<file path="src/rtl/seven_segment_display.sv">
// Purpose: scans a double-buffered 16-bit hex value onto a multiplexed 4-digit 7-segment display.
// Latency: segment/digit outputs are registered, 1 clock after idx/shown/blank_lz; new values appear at the next frame start.
// Backpressure: none; value_valid is always accepted and the last strobe before a frame boundary wins.
module seven_segment_display #(
  parameter int DIV_W = 16
) (
  input  logic        clk,
  input  logic        reset,
  input  logic        value_valid,
  input  logic [15:0] value,
  input  logic [3:0]  dots,
  input  logic        blank_lz,
  output logic [7:0]  abcdefgh,
  output logic [3:0]  digit
);

  logic [DIV_W-1:0] div_cnt;
  logic [1:0]       idx;
  logic             tick;
  logic             frame_end;

  logic [15:0]      pend_value;
  logic [3:0]       pend_dots;
  logic [15:0]      shown_value;
  logic [3:0]       shown_dots;

  logic [3:0]       cur_nib;
  logic             cur_dot;
  logic             cur_blank;
  logic [6:0]       font_seg;
  logic [7:0]       seg_nxt;
  logic [3:0]       digit_nxt;

  // Hex font, active-high segments ordered a..g.
  function automatic logic [6:0] hex_font(input logic [3:0] nib);
    logic [6:0] seg;
    case (nib)
      4'h0: seg = 7'b1111110;
      4'h1: seg = 7'b0110000;
      4'h2: seg = 7'b1101101;
      4'h3: seg = 7'b1111001;
      4'h4: seg = 7'b0110011;
      4'h5: seg = 7'b1011011;
      4'h6: seg = 7'b1011111;
      4'h7: seg = 7'b1110000;
      4'h8: seg = 7'b1111111;
      4'h9: seg = 7'b1111011;
      4'hA: seg = 7'b1110111;
      4'hB: seg = 7'b0011111;
      4'hC: seg = 7'b1001110;
      4'hD: seg = 7'b0111101;
      4'hE: seg = 7'b1001111;
      default: seg = 7'b1000111;
    endcase
    return seg;
  endfunction

  assign tick      = &div_cnt;
  // The last tick of digit 3 is the frame boundary where the shown buffer swaps.
  assign frame_end = tick && (idx == 2'd3);

  // Refresh divider and digit index: one digit slot every 2^DIV_W clocks.
  always_ff @(posedge clk or posedge reset) begin
    if (reset) begin
      div_cnt <= '0;
      idx     <= 2'd0;
    end else begin
      div_cnt <= div_cnt + DIV_W'(1);
      if (tick) begin
        idx <= idx + 2'd1;
      end
    end
  end

  // Pending buffer: every strobe is accepted, later ones overwrite uncommitted data.
  always_ff @(posedge clk or posedge reset) begin
    if (reset) begin
      pend_value <= 16'h0000;
      pend_dots  <= 4'h0;
    end else if (value_valid) begin
      pend_value <= value;
      pend_dots  <= dots;
    end
  end

  // Shown buffer: takes pending's pre-edge contents only at frame boundaries, so a frame never tears.
  always_ff @(posedge clk or posedge reset) begin
    if (reset) begin
      shown_value <= 16'h0000;
      shown_dots  <= 4'h0;
    end else if (frame_end) begin
      shown_value <= pend_value;
      shown_dots  <= pend_dots;
    end
  end

  // Select the current digit's nibble, dot and leading-zero blanking state.
  always_comb begin
    cur_nib   = shown_value[{idx, 2'b00} +: 4];
    cur_dot   = shown_dots[idx];
    cur_blank = 1'b0;
    case (idx)
      2'd1:    cur_blank = blank_lz && (shown_value[15:4]  == 12'h000);
      2'd2:    cur_blank = blank_lz && (shown_value[15:8]  == 8'h00);
      2'd3:    cur_blank = blank_lz && (shown_value[15:12] == 4'h0);
      default: cur_blank = 1'b0;
    endcase
    font_seg = hex_font(cur_nib);
    // A blanked digit keeps its decimal point and its enable so scan timing stays uniform.
    seg_nxt   = {(cur_blank ? 7'h7F : ~font_seg), ~cur_dot};
    digit_nxt = ~(4'b0001 << idx);
  end

  // Output registers: display stays fully dark while reset is held.
  always_ff @(posedge clk or posedge reset) begin
    if (reset) begin
      abcdefgh <= 8'hFF;
      digit    <= 4'hF;
    end else begin
      abcdefgh <= seg_nxt;
      digit    <= digit_nxt;
    end
  end

endmodule

</file>
<file path="config.mk">
export PLATFORM = sky130hd
export DESIGN_NAME = seven_segment_display
export DESIGN_NICKNAME = d
export VERILOG_FILES = /design/src/rtl/seven_segment_display.sv
export SDC_FILE = /design/constraint.sdc
export NUM_CORES = 1
export LEC_CHECK = 0
export ABC_AREA = 1
export BUFFER_PORTS_ARGS = -buffer_cell sky130_fd_sc_hd__buf_2
export CORE_MARGIN = 1
export CORE_UTILIZATION = 40
export DETAILED_ROUTE_END_ITERATION = 7
export PLACE_DENSITY = 0.7
export SLEW_MARGIN = 15
export SYNTH_ARGS = -nofsm -noshare
export SYNTH_HDL_FRONTEND = slang
export SYNTH_SLANG_ARGS = --single-unit
</file>
<file path="constraint.sdc">
create_clock -name clk -period 2.5 [get_ports clk]
set_input_delay 0.5 -clock clk [delete_from_list [all_inputs] [get_ports clk]]
set_output_delay 0.5 -clock clk [all_outputs]
set_load 0.02 [all_outputs]
</file>
==> summary.md, run 1 <==
| Metric | Value |
|---|---|
| Status | `finished, final reports clean` |
| Critical path's slowest cell | `dfrtp_1` |
| Yosys warnings | `0` |
| Total setup violations reported at the end of the flow | `0` |
| Placed cell areas | `approximately 0.0035 mm^2` |
| Type of destination of the critical path | `register` |
| Post-synthesis adder-cell area fraction | `4.16%` |
| IO Port Bufs | `35` |
| Met1 usage in global routing | `between 20% and 30%` |
| Post-detailed-route via-to-cell ratio | `between 4 and 5` |
| Core outline area | `approximately 0.008 mm^2` |
| Gate count after technology mapping | `around 340` |
| Kind of start point of the critical path | `register` |
| CP peak stage delay | `0.57 ns` |
| Peak fanout along the critical path | `13` |
| Pin count of the biggest net entering global routing | `just over 70` |
| Average routed wire per standard cell | `around 12 um` |
| Share of cell area taken by muxes after synthesis | `~6.8%` |
| Growth of design area from synthesis to finish | `12.0%` |
| Final cycle utilization of the critical path | `79.3%` |
| Period minus WS final | `between 1.5 and 2 ns` |
| Setup repair after global routing missed its margin | `false` |
| RD Place Congestion | `0.869` |
| Latest clock arrival within the worst-skew pair | `roughly 0.34 ns` |
| Grt peak-use layer | `met2` |
| Total congestion overflow after global routing | `0` |
| Worst Skew | `approximately 0.0075 ns` |
| Detailed Route Iter0 Violations | `72` |
| Final hold viol count | `0` |
| Launch point of the worst path | `idx[0]` |
| Peak supply drop | `~0.00035 V` |
| Final Slew Violations | `0` |
| Number of synthesized register bits | `70` |
| Leakage dissipation | `about 0.0019 uW` |
| Post-synth top area share | `43.9%` |
| Die Span X | `92.9 um` |
| Worst setup path class | `register to register` |
| Number of setup buffers added after CTS | `0` |
| Deepest level of the CTS H-tree | `3` |
| Total number of nets in the final design | `between 400 and 500` |
| Area contributors post-synth | `dfrtp_1 (44%), nand2_1 (11%), dfstp_2 (9.5%)` |
| Number of antenna violations at the first check in global routing | `0` |
| Post-CTS Hold Fix Bufs | `0` |
| Worst R2R Setup Slack | `just over 0.5 ns` |
| Clock-pin slew on the worst setup and hold paths | `0.07 ns` |
| DPL Wire Length | `around 4.2 mm` |
| Slew at the pin closest to its max-slew limit | `roughly 0.44 ns` |
| Final non-filler cell area | `between 0.003 and 0.004 mm^2` |
| Die outline area | `about 0.0086 mm^2` |
| Worst Reg-to-Reg Cells | `10` |
| Number of different library cells in the post-synthesis netlist | `28` |
| Die Y | `about 93 um` |
| Total via count after detailed routing | `about 2300` |
| Clock buffers created by TritonCTS | `9` |
| Clock tree from TritonCTS | `built` |
| Netlist Area Pre-Place | `0.00331 mm^2` |
| Worst reg2reg path endpoint | `abcdefgh[2]` |
| Cell at the root of the clock tree | `clkbuf_8` |
| Inserted Diodes | `0` |
| Sequential-to-total area share from yosys stat | `a little over half` |
| Worst min-delay path class | `input pin to async pin` |
| Share of synthesized cell area in and, or, nand and nor gates | `about 26%` |
| Upper clock frequency limit | `505 MHz` |
| Synth Area in Compound Gates | `less than 1%` |
| Starting density of the core | `42.1%` |
| Number of global-route vias before repair | `between 2000 and 2500` |
| Pre-Repair DR Iteration Count | `5` |
| Global-route wire length before repair | `roughly 11 mm` |
| Required time reported for the critical path endpoint | `2.76 ns` |
| Cell type with the largest total area after synthesis | `dfrtp_1` |
| Global-route total usage across every layer | `between 10% and 20%` |
| Cell with the most instances on the worst path | `nand2_1` |
| Power Density | `approximately 560 mW/mm^2` |
| Most common cell after layout, fill and taps aside | `nand2_1` |
| Commonest non-fill, non-tap cells in the layout | `nand2_1 (100), dfrtp_1 (58), nand3_1 (52)` |
| Met2 Usage GRT | `around a quarter` |
| Post-cts gate resize count | `0` |
| CP arrival | `2.24 ns` |
| Worst R2R Start | `idx[0]` |
| Post-synthesis xor/xnor area fraction | `under 10%` |
| Combinational family with the most area after synthesis | `simple AND/OR/NAND/NOR gates` |
| Cell family with most CP delay | `simple AND/OR/NAND/NOR gates` |
| CTS sink cnt | `70` |
| Worst-case clock buffer depth | `2` |
| Number of buffers and inverters on the critical path | `2` |
| Met3 routing resource usage after global routing | `under 10%` |
| Max-cap violations | `0` |
| Max_slew headroom | `a little under three quarters` |
| Placement Rows | `32` |
| Number of top-level pins | `36` |
| Ratio of cells with drive above 1 in the final layout | `25.8%` |
| Total Routed Length | `approximately 6.0 mm` |
| Post-Synthesis Net Count | `between 300 and 400` |
| Count of nets left with antenna violations after detail routing | `0` |
| DRC errors left | `0` |
| Cells along the critical path | `inv_1 -> nand2_1 -> nand3_1 -> nand2_1 -> inv_1 -> ha_1 -> nand3_1 -> nand2_1 -> nand2_1 -> nand3_1` |
| Setup_tns | `0 ns` |
| Synthesized area per cell | `9.81 um^2` |
-- stage by stage --
stage	util [%]	total power, uW	setup slack (ns)	hold WS, ns	cells
after CTS	47.2	2090	0.531	0.235	482
after global routing	47.2	2160	0.296	0.231	482
final	47.2	2060	0.518	0.204	482
after floorplan	-	1250	0.252	0.421	337
after global placement	45.1	1290	0.707	0.441	466
after detailed placement	45.1	1290	0.549	0.439	466
-- state kept, by name, summed over array words and instances, names as in the netlist --
name         cells
idx              2
pend_value      16
div_cnt         16
digit            4
shown_value     16
pend_dots        4
shown_dots       4
abcdefgh         8
-- tightest hold or removal path, delay by kind of cell --
| family | cells | cell delay [ns] |
|---|---|---|
| buffers and inverters | 3 | 0.45 |
-- cells in the mapped netlist, drive strengths merged --
library cell  instances
dfrtp                58
dfstp                12
buf                  10
nand3                53
xnor2                 5
nand3b                2
ha                   11
o21ai                 2
nand2               106
a32o                  1
xor2                  8
inv                  22
nor2                 20
a21oi                 1
nand4                 4
nor3                  2
mux2                 20
-- area by class of cell --
| type | count | area [um^2] |
|---|---|---|
| Inverter | 22 | 85.1 |
| Clock buffer | 12 | 145 |
| Sequential cell | 70 | 1770 |
| Multi-Input combinational cell | 235 | 1350 |
| Clock inverter | 4 | 22.5 |
| Fill cell | 769 | 4140 |
| Timing Repair Buffer | 37 | 203 |
| Tap cell | 102 | 128 |
-- cell families after synthesis --
logic type	after synthesis
xor+xnor	13
flops	70
compound gates	4
fa+ha+maj	11
mux	20
simple gates	187
buf+inv	32
-- worst max-delay path by stage --
| stage | to | slack (ns) | cells past startpoint |
|---|---|---|---|
| floorplan | div_cnt[0] | 0.25 | 1 |
| global placement | abcdefgh[1] | 0.71 | 10 |
| detailed placement | abcdefgh[4] | 0.55 | 10 |
| CTS | abcdefgh[4] | 0.53 | 10 |
| global route | abcdefgh[2] | 0.30 | 10 |
| finish | abcdefgh[2] | 0.52 | 10 |
-- where the power goes --
part	switching, uW	internal (uW)	total (uW)
Combinational	38.4	44.6	83.0
Clock	416	383	798
Sequential	17.3	1170	1180
-- layer usage --
layer | vias up | part of all wire, %
met4 | 0 | 1.4
met2 | 55 | 45
met5 | - | 0
met1 | 1119 | 49
met3 | 6 | 3.8
li1 | 1164 | -
No activity file was read; power rests on OpenSTA's default activity.
==> run 2, diff against run 1 <==
ABC_AREA = 0   (was 1)
clock period = 1.89 ns   (was 2.5 ns; I/O delays follow)
==> run 2 against run 1 <==
Effect of this change:
- area after synthesis down 3.0%
- final cell count down 19%
- global-route usage down 1.7 points
- fmax up 8.8%
- power up 52%
- clock power up 84%
- combinational power up 36%
- largest power group unchanged
- via count down 20%
- register-to-register slack worse by 0.45 ns
==> summary.md, run 2 <==
| Metric | Value |
|---|---|
| Largest regs | `div_cnt x16, pend_value x16, shown_value x16` |
| Max_slew headroom | `between 70% and 80%` |
| CTS sink cnt | `70` |
| Total via count after detailed routing | `approximately 1900` |
| DRC errors left | `0` |
| Leading post-synthesis cells by instance count | `dfrtp_1 (58), mux2_2 (23), mux2_4 (20), xnor2_1 (14)` |
| Average routed wire per standard cell | `between 10 and 15 um` |
| Die outline area | `0.00838 mm^2` |
| Period minus WS final | `roughly 1.8 ns` |
| Number of antenna violations at the first check in global routing | `0` |
| Pre-Repair DR Iteration Count | `4` |
| Flip-flop cell with the highest count after synthesis | `dfrtp_1` |
| Fraction of registers with async set or reset after synthesis | `between 90% and 100%` |
| Setup_tns | `0 ns` |
| Clock-pin slew on the worst setup and hold paths | `around 0.070 ns` |
| CP arrival | `2.08 ns` |
| Final Slew Violations | `0` |
| Number of global-route vias before repair | `between 1500 and 2000` |
| Yosys warnings | `0` |
| Placement Rows | `32` |
| Peak supply drop | `0.000431 V` |
| Leakage dissipation | `0.00184 uW` |
| Most common cell after layout, fill and taps aside | `dfrtp_1` |
| Core outline area | `roughly 0.0077 mm^2` |
| Inserted Diodes | `0` |
| Deepest level of the CTS H-tree | `3` |
| Number of top-level pins | `36` |
| Final hold viol count | `0` |
| Status | `finished, final reports clean` |
| Number of synthesized register bits | `70` |
| Die Span X | `between 90 and 100 um` |
| Post-detailed-route via-to-cell ratio | `4.84` |
| Latest clock arrival within the worst-skew pair | `between 0.3 and 0.4 ns` |
| Area contributors post-synth | `dfrtp_1 (45%), dfstp_2 (9.8%), mux2_4 (9.4%)` |
| Slew at the pin closest to its max-slew limit | `just over 0.4 ns` |
| Gate count after technology mapping | `roughly 230` |
| Pin count of the biggest net entering global routing | `71` |
| Worst-case clock buffer depth | `2` |
| Clock tree from TritonCTS | `built` |
| Global-route total usage across every layer | `roughly 14%` |
| Clock buffers created by TritonCTS | `9` |
| Type of destination of the critical path | `register` |
| Max-cap violations | `0` |
| Ratio of cells with drive above 1 in the final layout | `48.1%` |
| Synthesized area per cell | `14.0 um^2` |
| Total Routed Length | `around 5.2 mm` |
| Upper clock frequency limit | `between 500 and 600 MHz` |
| Cell at the root of the clock tree | `clkbuf_8` |
| Worst R2R Start | `idx[0]` |
| IO Port Bufs | `35` |
| Starting density of the core | `just over 40%` |
| Post-synth top area share | `between 40 and 50%` |
| Launch point of the worst path | `idx[0]` |
| Number of setup buffers added after CTS | `0` |
| Die Y | `91.5 um` |
| Detailed Route Iter0 Violations | `between 100 and 150` |
| Post-Synthesis Net Count | `~260` |
| Required time reported for the critical path endpoint | `around 2.2 ns` |
| Total setup violations reported at the end of the flow | `0` |
| Total congestion overflow after global routing | `0` |
| Count of nets left with antenna violations after detail routing | `0` |
| Total number of nets in the final design | `around 320` |
| Netlist Area Pre-Place | `~0.0032 mm^2` |
| Sequential-to-total area share from yosys stat | `between 50% and 60%` |
| Growth of design area from synthesis to finish | `20.1%` |
| Global-route wire length before repair | `roughly 9.3 mm` |
| Worst Skew | `~0.0055 ns` |
| Final cycle utilization of the critical path | `96.3%` |
| Number of enable flip-flop cells after synthesis | `0` |
| DPL Wire Length | `~3.7 mm` |
| Cell type with the largest total area after synthesis | `dfrtp_1` |
| Peak fanout along the critical path | `4` |
| Worst min-delay path class | `input pin to async pin` |
| RD Place Congestion | `0.799` |
| Setup repair after global routing missed its margin | `true` |
| Power Density | `between 800 and 900 mW/mm^2` |
| Commonest non-fill, non-tap cells in the layout | `dfrtp_1 (56), buf_2 (35), mux2_2 (23)` |
| Kind of start point of the critical path | `register` |
| Most repeated cell in the gate-level netlist after synthesis | `dfrtp_1` |
| Total chip power | `around 3100 uW` |
| Worst setup path class | `register to register` |
| Post-CTS Hold Fix Bufs | `0` |
| Number of different library cells in the post-synthesis netlist | `37` |
run 2: cell count changes in the layout (fill, tap and decap cells not counted), moves of 9 or more:
cell	change
inv_1	-9
xnor2_1	+9
buf_4	+11
nor2_1	-13
mux2_4	+20
nand2_1	-88
nand3_1	-47
run 2: logic make-up after synthesis:
kind of cell | synth area share (%)
xor+xnor | 4.65
simple gates | 7.53
compound gates | 3.04
buf+inv | 3.12
flops | 55.1
fa+ha+maj | 4.29
mux | 22.2
run 2: power by group:
part | total, uW | switching, uW | internal (uW)
Combinational | 113 | 52.4 | 60.4
Clock | 1470 | 545 | 924
Sequential | 1560 | 22.4 | 1540
run 2: worst paths after layout:
check | endpoint | cells past startpoint | slack [ns]
max reg2reg | abcdefgh[7] | 6 | 0.07
max | abcdefgh[7] | 6 | 0.07
max in group asynchronous | abcdefgh[1] | 3 | 1.42
min reg2reg | div_cnt[12] | 1 | 0.47
min in group clk | pend_value[0] | 2 | 0.26
min | div_cnt[14] | 3 | 0.13
run 2: per-layer routing:
metal / track usage [%] / routed length (um) / part of all wire, %
met5: 0 / 0 / 0
met4: 8.07 / 133 / 2.5
met3: 3.10 / 162 / 3.1
met2: 19.7 / 2250 / 43
met1: 21.1 / 2680 / 51
run 2: worst max-delay path: stages, from the launching register on:
cell and delay (ns):
dfrtp_2 0.41, mux4_2 0.56, ha_1 0.22, nor3_1 0.20, a311oi_1 0.07, nor3_1 0.20, o21ai_1 0.08
run 2: area by class of cell:
class,count,area [um^2]
clock inverter,2,60.1
multi-input combinational,139,1340
timing repair buffer,49,305
inverter,13,52.6
sequential,70,1770
fill,685,3880
clock buffer,14,193
tap,102,128
run 2: repair_timing:
item / CTS / global route
gates resized for setup: 1 / 7
gates cloned: 0 / 0
setup endpoints to repair: 1 / 7
run 2: stage by stage:
| step | std cells | setup WS [ns] | utilization [%] | hold WS (ns) | cell area, um^2 |
|---|---|---|---|---|---|
| after global placement | 373 | 0.0423 | 46.5 | 0.454 | 3590 |
| after CTS | 389 | 0.0113 | 49.7 | 0.140 | 3840 |
| final | 389 | 0.0692 | 49.8 | 0.126 | 3850 |
| after global routing | 389 | -0.0252 | 49.8 | 0.168 | 3850 |
| after floorplan | 229 | 0.000301 | - | 0.438 | 3210 |
| after detailed placement | 373 | -0.0116 | 46.5 | 0.461 | 3590 |
